$ cat src/rtl/qpsk_pkg.sv
// Shared QPSK definitions: default amplitude, dibit/phase types and Gray lookups
// used by the mapper and by the decoder's slicer.
package qpsk_pkg;

   localparam int unsigned SAMPLE_W = 8;
   localparam logic signed [SAMPLE_W-1:0] AMP_DEFAULT = 8'sd90;

   typedef logic [1:0] dibit_t;
   typedef logic [1:0] phase_t;

   typedef enum logic {
      ST_IDLE,
      ST_PLAY
   } state_t;

   // Quadrant advance carried by a dibit in differential mode.
   function automatic phase_t diff_increment(input dibit_t d);
      case (d)
         2'b00:   return 2'd0;
         2'b01:   return 2'd1;
         2'b11:   return 2'd2;
         default: return 2'd3;
      endcase
   endfunction

   // Absolute phase to the Gray dibit whose direct mapping gives that constellation point.
   function automatic dibit_t phase_to_dibit(input phase_t p);
      case (p)
         2'd0:    return 2'b00;
         2'd1:    return 2'b10;
         2'd2:    return 2'b11;
         default: return 2'b01;
      endcase
   endfunction

endpackage

$ cat src/rtl/qpsk_level_map.sv
// Combinational Gray dibit to signed I/Q level mapping: bit 0 -> +AMP, bit 1 -> -AMP.
module qpsk_level_map
   import qpsk_pkg::*;
#(
   parameter logic signed [SAMPLE_W-1:0] AMP = AMP_DEFAULT
)(
   input  logic [1:0]                 dibit,
   output logic signed [SAMPLE_W-1:0] level_i_c,
   output logic signed [SAMPLE_W-1:0] level_q_c
);

   localparam logic signed [SAMPLE_W-1:0] NEG_AMP = -AMP;

   assign level_i_c = dibit[1] ? NEG_AMP : AMP;
   assign level_q_c = dibit[0] ? NEG_AMP : AMP;

endmodule

$ cat src/rtl/qpsk_mapper.sv
// Serial bit stream to held QPSK I/Q symbols, SPS samples per symbol.
// Define QPSK_DIFF_EN for differential (phase-increment) encoding.
module qpsk_mapper
   import qpsk_pkg::*;
#(
   parameter int unsigned                SPS = 8,
   parameter logic signed [SAMPLE_W-1:0] AMP = AMP_DEFAULT
)(
   input  logic                       clk,
   input  logic                       rst,
   input  logic                       bit_in,
   input  logic                       bit_valid,
   output logic                       bit_ready,
   output logic signed [SAMPLE_W-1:0] dataI,
   output logic signed [SAMPLE_W-1:0] dataQ,
   output logic                       out_valid,
   output logic                       sym_start,
   output logic [1:0]                 dibit_out,
   output logic                       underrun
);

   localparam int unsigned      CNT_W    = (SPS > 1) ? $clog2(SPS) : 1;
   localparam logic [CNT_W-1:0] CNT_LAST = CNT_W'(SPS - 1);

   state_t                     state_q, state_d;
   logic [CNT_W-1:0]           cnt_q, cnt_d;
   logic                       half_valid_q, half_valid_d;
   logic                       half_bit_q, half_bit_d;
   dibit_t                     pending_q, pending_d;
   logic                       pending_full_q, pending_full_d;
   logic                       bit_ready_d;
   logic signed [SAMPLE_W-1:0] data_i_d, data_q_d;
   logic                       out_valid_d, sym_start_d, underrun_d;
   dibit_t                     dibit_out_d;

   logic                       accept_c, pair_done_c, load_c, bypass_c;
   dibit_t                     assembled_c, load_dibit_c, map_dibit_c;
   logic signed [SAMPLE_W-1:0] map_i_c, map_q_c;

   assign accept_c    = bit_valid && bit_ready;
   assign pair_done_c = accept_c && half_valid_q;
   assign assembled_c = {half_bit_q, bit_in};
   // A load takes the pending dibit when present, otherwise the pair completing this cycle.
   assign load_dibit_c = pending_full_q ? pending_q : assembled_c;

`ifdef QPSK_DIFF_EN
   phase_t phase_q, phase_d, phase_next_c;
   assign phase_next_c = phase_q + diff_increment(load_dibit_c);
   assign map_dibit_c  = phase_to_dibit(phase_next_c);
`else
   assign map_dibit_c  = load_dibit_c;
`endif

   qpsk_level_map #(.AMP(AMP)) u_level_map (
      .dibit     (map_dibit_c),
      .level_i_c (map_i_c),
      .level_q_c (map_q_c)
   );

   // Next-state, assembler, pending slot and output logic.
   always_comb begin
      state_d        = state_q;
      cnt_d          = cnt_q;
      half_valid_d   = half_valid_q;
      half_bit_d     = half_bit_q;
      pending_d      = pending_q;
      pending_full_d = pending_full_q;
      data_i_d       = dataI;
      data_q_d       = dataQ;
      out_valid_d    = out_valid;
      sym_start_d    = 1'b0;
      dibit_out_d    = dibit_out;
      underrun_d     = underrun;
      load_c         = 1'b0;
      bypass_c       = 1'b0;
`ifdef QPSK_DIFF_EN
      phase_d        = phase_q;
`endif

      if (accept_c) begin
         half_valid_d = !half_valid_q;
         if (!half_valid_q) half_bit_d = bit_in;
      end

      case (state_q)
         ST_IDLE: begin
            if (pending_full_q) begin
               load_c  = 1'b1;
               state_d = ST_PLAY;
            end
         end
         ST_PLAY: begin
            if (cnt_q != CNT_LAST) begin
               cnt_d = cnt_q + CNT_W'(1);
            end else if (pending_full_q) begin
               load_c = 1'b1;
            end else if (pair_done_c) begin
               // Short symbols: the pair completes on the last sample, so forward it directly.
               load_c   = 1'b1;
               bypass_c = 1'b1;
            end else begin
               underrun_d  = 1'b1;
               state_d     = ST_IDLE;
               cnt_d       = '0;
               data_i_d    = '0;
               data_q_d    = '0;
               out_valid_d = 1'b0;
               dibit_out_d = '0;
            end
         end
         default: state_d = ST_IDLE;
      endcase

      if (pair_done_c && !bypass_c) begin
         pending_d      = assembled_c;
         pending_full_d = 1'b1;
      end

      if (load_c) begin
         if (!bypass_c) pending_full_d = 1'b0;
         data_i_d    = map_i_c;
         data_q_d    = map_q_c;
         dibit_out_d = load_dibit_c;
         out_valid_d = 1'b1;
         sym_start_d = 1'b1;
         cnt_d       = '0;
`ifdef QPSK_DIFF_EN
         phase_d     = phase_next_c;
`endif
      end

      bit_ready_d = !pending_full_d;
   end

   always_ff @(posedge clk) begin
      if (rst) begin
         state_q        <= ST_IDLE;
         cnt_q          <= '0;
         half_valid_q   <= 1'b0;
         half_bit_q     <= 1'b0;
         pending_q      <= '0;
         pending_full_q <= 1'b0;
         bit_ready      <= 1'b1;
         dataI          <= '0;
         dataQ          <= '0;
         out_valid      <= 1'b0;
         sym_start      <= 1'b0;
         dibit_out      <= '0;
         underrun       <= 1'b0;
`ifdef QPSK_DIFF_EN
         phase_q        <= '0;
`endif
      end else begin
         state_q        <= state_d;
         cnt_q          <= cnt_d;
         half_valid_q   <= half_valid_d;
         half_bit_q     <= half_bit_d;
         pending_q      <= pending_d;
         pending_full_q <= pending_full_d;
         bit_ready      <= bit_ready_d;
         dataI          <= data_i_d;
         dataQ          <= data_q_d;
         out_valid      <= out_valid_d;
         sym_start      <= sym_start_d;
         dibit_out      <= dibit_out_d;
         underrun       <= underrun_d;
`ifdef QPSK_DIFF_EN
         phase_q        <= phase_d;
`endif
      end
   end

endmodule

$ cat config.mk
export PLATFORM = sky130hd
export DESIGN_NAME = qpsk_mapper
export DESIGN_NICKNAME = d
export VERILOG_FILES = /design/src/rtl/qpsk_pkg.sv /design/src/rtl/qpsk_level_map.sv /design/src/rtl/qpsk_mapper.sv
export SDC_FILE = /design/constraint.sdc
export NUM_CORES = 1
export LEC_CHECK = 0
export BUFFER_PORTS_ARGS = -buffer_cell sky130_fd_sc_hd__buf_2
export CELL_PAD_IN_SITES_DETAIL_PLACEMENT = 0
export CELL_PAD_IN_SITES_GLOBAL_PLACEMENT = 1
export CORE_UTILIZATION = 40
export CTS_CLUSTER_DIAMETER = 30
export DETAILED_ROUTE_END_ITERATION = 12
export PLACE_DENSITY_LB_ADDON = 0.3
export REMOVE_ABC_BUFFERS = 1
export SYNTH_ARGS = -nofsm -noshare
export SYNTH_HDL_FRONTEND = slang
export SYNTH_SLANG_ARGS = --single-unit
$ cat constraint.sdc
create_clock -name clk -period 2.3 [get_ports clk]
set_input_delay 0.23 -clock clk [delete_from_list [all_inputs] [get_ports clk]]
set_output_delay 0.23 -clock clk [all_outputs]
set_load 0.05 [all_outputs]
# --- After elaboration in Yosys (flattened, before gate mapping) ---
# Cells that the tools add are included.
totals:
  reg_bits: 31
  inputBits: 4
  out_inout_bits: 22
classes:
  addsub: 1
  n_eq_ne: 6
  mux: 36
  bitwise_logic: 5
  n_reduce_logical: 12
ops:
  columns: ["operator", "count"]
  rows:
  - ["8-bit two-way mux", 8]
  - ["1-bit two-way mux", 17]
  - ["2-bit two-way mux", 6]
  - ["3-bit two-way mux", 3]
  - ["2-bit by 1-bit != test with 1-bit output, second input constant", 4]
  - ["4-bit AND reduction", 2]
  - ["1-bit NOT", 5]
  - ["1-bit one-hot mux with 2 select lines", 2]
  - ["3-bit by 1-bit adder with 3-bit output, second input constant", 1]
  - ["1-bit logical AND", 3]
  - ["1-bit zero test", 3]
  - ["3-bit != test, second input constant", 1]
  - ["3-bit AND reduction", 1]
  - ["2-bit != test, second input constant", 1]
  - ["2-bit AND reduction", 1]
  - ["2-bit nonzero test", 1]
  - ["2-bit OR reduction", 1]

# --- Longest topological paths before layout ---
logic_depth:
  ltp_word: 12
  mapped_depth: 5

# --- Cells and area by module ---
# From an unflattened synthesis, not the netlist that was laid out.
hier_totals:
  cells_unflattened: 123
  area_unflattened_um2: 1272.5
by_module_without_submodules:
  columns: ["module", "n_inst", "cells_per_inst", "area_each_um2"]
  rows:
  - ["qpsk_mapper", 1, 105, 1152.4]
  - ["qpsk_level_map", 1, 18, 120.1]

# --- Least setup slack after synthesis ---
# No wires, ideal clock.
synth_timing:
  path_kind: "reg-to-reg"
  start: "reg bit_ready"
  end: "reg dataQ[5]"
  t_arrival_ps: 1321
  setup_slack_ps: 920
  stages_incl_launch_ff: 4
  path_cell_list: "dfxtp_1 > a41oi_4 > nor4_1 > a21o_1"
synth_between:
  elab_chain_cells: 8
  elab_cells_between_ends: 12
synth_rtl:
  columns: ["item", "line_no", "rtl"]
  rows:
  - ["start, declared", "qpsk_mapper.sv:13", "output logic bit_ready,"]
  - ["start signal, assigned", "qpsk_mapper.sv:160", "bit_ready <= bit_ready_d;"]
  - ["1-bit logical AND (*)", "qpsk_mapper.sv:40", "assign accept_c = bit_valid && bit_ready;"]
  - ["1-bit logical AND (*)", "qpsk_mapper.sv:41", "assign pair_done_c = accept_c && half_valid_q;"]
  - ["1-bit two-way mux", "qpsk_mapper.sv:97", "end else if (pair_done_c) begin"]
  - ["1-bit two-way mux", "qpsk_mapper.sv:95", "end else if (pending_full_q) begin"]
  - ["1-bit two-way mux", "qpsk_mapper.sv:93", "if (cnt_q != CNT_LAST) begin"]
  - ["1-bit one-hot mux with 2 select lines", "qpsk_mapper.sv:85", "case (state_q)"]
  - ["2-bit != test (no line) (tied with other cells)", null, null]
  - ["4-bit AND reduction (no line)", null, null]
  - ["end signal, assigned", "qpsk_mapper.sv:162", "dataQ <= data_q_d;"]
  - ["end, declared", "qpsk_mapper.sv:15", "output logic signed [SAMPLE_W-1:0] dataQ,"]
# Every way passes the cells marked *; elsewhere a longest branch is shown, timed or not.
# A chain may end at the register's enable or synchronous reset.

# --- Worst setup path in the final report ---
layout_timing:
  start: "reg cnt_q[0]"
  end: "reg dataI[6]"
layout_between:
  elab_chain_cells: 5
  elab_cells_between_ends: 9
layout_rtl:
  columns: ["item", "line_no", "rtl"]
  rows:
  - ["start, declared", "qpsk_mapper.sv:26", "logic [CNT_W-1:0] cnt_q, cnt_d;"]
  - ["start signal, assigned", "qpsk_mapper.sv:155", "cnt_q <= cnt_d;"]
  - ["3-bit != test (*)", "qpsk_mapper.sv:93", null]
  - ["1-bit two-way mux", "qpsk_mapper.sv:93", null]
  - ["1-bit one-hot mux with 2 select lines", "qpsk_mapper.sv:85", null]
  - ["2-bit != test (no line) (tied with other cells)", null, null]
  - ["4-bit AND reduction (no line)", null, null]
  - ["end signal, assigned", "qpsk_mapper.sv:161", "dataI <= data_i_d;"]
  - ["end, declared", "qpsk_mapper.sv:14", "output logic signed [SAMPLE_W-1:0] dataI,"]
# Marked as above.

==> reports/results.tsv <==
metric	value	unit
cp-start-kind	register	
grt_pass1_vias	517	
synth.largest_area_cell	dfxtp_1	
die-width	48.7	um
grt_max_degree	12	
die_area	2370	um2
period_needed	1.49	ns
syn_to_final_growth	5.46	%
vias	632	
multiInputGateArea	390	um2
period_share	64.7	%
ir_drop	365	uV
synth_seq_cells	17	
status	finished, final reports clean	
worst_slack	0.811	ns
finalHoldViolations	0	
utilization	45.9	%
start_util	43.5	%
first_pass_iters	4	
h-tree-depth	1	
cts_root_buf	clkbuf_4	
path_clk_slew	0.10	ns
rsz0062_at_grt	false	
place.gp.congestion	0.818	
crit_arrival	1.68	ns
syn-cell-area	871	um2
cap_violations	0	
antenna_found_initial	0	
fmax	672	MHz
syn-mean-instance-area	9.78	um2
cts_resized	0	
place_ws	0.828	ns
synth.area.top_cells	dfxtp_1 (39%), buf_4 (12%), mux2i_1 (4.6%), a21oi_1 (4.0%), o21ai_0 (3.4%)	
routedWlPerCell	11.1	um
p_leak	0.425	nW
nets	107	
skew	0.00162	ns
clockBufferDepth	2	
io_pins	26	
async_flop_share	0	%
grt_pass1_wl	2.39	mm
vias_per_cell	4.98	
dp_hpwl	1.08	mm
num_rows	16	
synth_flop_cell	dfxtp_1	
coreArea	2000	um2
crit_type	register to register	
drive_gt1_share	36.0	%
finalSetupViolCount	0	
drt-initial-drc-count	9	
post_cts_buffers	0	
n_antenna_cell	0	
cts_made_buffers	3	
fin_setup_tns	0	ns
powerDensity	682	nW/um2
path_max_fanout	7	
hold-worst-slack	0.198	ns
yosysWarnings	0	
cts_hold_buffers	0	
io_buffers	23	
die_y	48.7	um
grtUsageTotal	13.5	%
ys_types	31	
grt-ovfl-total	0	
regArea	340	um2
hold_path.class	input port to register	
drcViolationCount	0	
clk_latency	0.29	ns
syn_inst	89	
ant_nets	0	
numClockSinks	17	
synth_edf_count	0	
yosys.area.top_type_share	39.1	%
cts_tree	yes	
slew_violations	0	
cp-end-kind	register	
yosysMostFrequentCell	dfxtp_1	
totalWireLength	1.41	mm
fillCellCount	209	
yosysSeqAreaShare	39.1	%
crit_required	2.49	ns
synth_commonest_cells	dfxtp_1 (17), buf_4 (14), a21oi_1 (7)	
where the power goes:
group          leakage (nW)  internal, mW  total, mW  switching [mW]
sequential            0.138         0.309      0.328          0.0196
combinational         0.269        0.0378      0.141           0.103
clock                0.0177        0.0648      0.157          0.0927
worst paths after layout:
check                           slack, ns  cells after the start          to  startpoint
worst max-delay path                 0.81                      5    dataI[6]    cnt_q[0]
worst min-delay path                 0.20                      3  half_bit_q      bit_in
worst max register to register       0.81                      5    dataI[6]    cnt_q[0]
worst min register to register       0.47                      2    underrun    underrun
area by class of cell:
| class | count | share of cell area, % |
|---|---|---|
| multi-input cells | 53 | 42.5 |
| flip-flops and latches | 17 | 37.1 |
| repair buffers | 23 | 12.5 |
| well taps | 27 | 3.68 |
| clock buffers | 3 | 2.45 |
| inverters | 3 | 1.23 |
| clock inverters | 1 | 0.545 |
routing by layer:
layer  global-route usage (%)  vias to the layer above  part of all wire, %
met2                     20.1                       18                   44
met5                        0                        -                    0
met3                     3.77                        5                  4.5
li1                         -                      328                    -
met1                     16.9                      281                   49
met4                     8.82                        0                  3.0
stage by stage:
stage	total power [mW]	std cells	cell area (um2)
3_5_place_dp	0.477	123	891
6_report	0.627	127	918
5_1_grt	0.667	127	918
3_3_place_gp	0.478	123	891
2_1_floorplan	0.443	73	742
4_1_cts	0.634	127	918
critical path, stage by stage (launching register included):
cell	delay, ns
dfxtp_1	0.34
ha_1	0.20
ha_1	0.26
nor2b_2	0.28
nor3_4	0.09
a22o_1	0.23
cell usage in the layout, fill, tap and decap left out, types with 3 or more instances in the layout:
cell | Yosys | routed
buf_2 | 1 | 23
dfxtp_1 | 17 | 17
a21oi_1 | 7 | 7
o21ai_0 | 6 | 6
nor2_1 | 4 | 4
mux2i_1 | 4 | 4
nand2_1 | 3 | 3
nand3_1 | 3 | 3
clkbuf_4 | 0 | 3
sequential cells by signal, summed over array words and instances, names as in the netlist:
signal	cells
underrun	1
sym_start	1
bit_ready	1
half_valid_q	1
pending_q	2
dataQ	3
dataI	2
state_q	1
pending_full_q	1
half_bit_q	1
cnt_q	3
cells by family after synthesis:
group / count (synthesis) / share of synthesized area, %
DFF: 17 / 39.1
buffers and inverters: 20 / 16.5
other: 1 / 0.431
adders and majority gates: 2 / 2.87
AOI/OAI and AO/OA: 25 / 22.0
and+or+nand+nor: 20 / 14.5
muxes: 4 / 4.60
(Power assumes the default switching activity.)
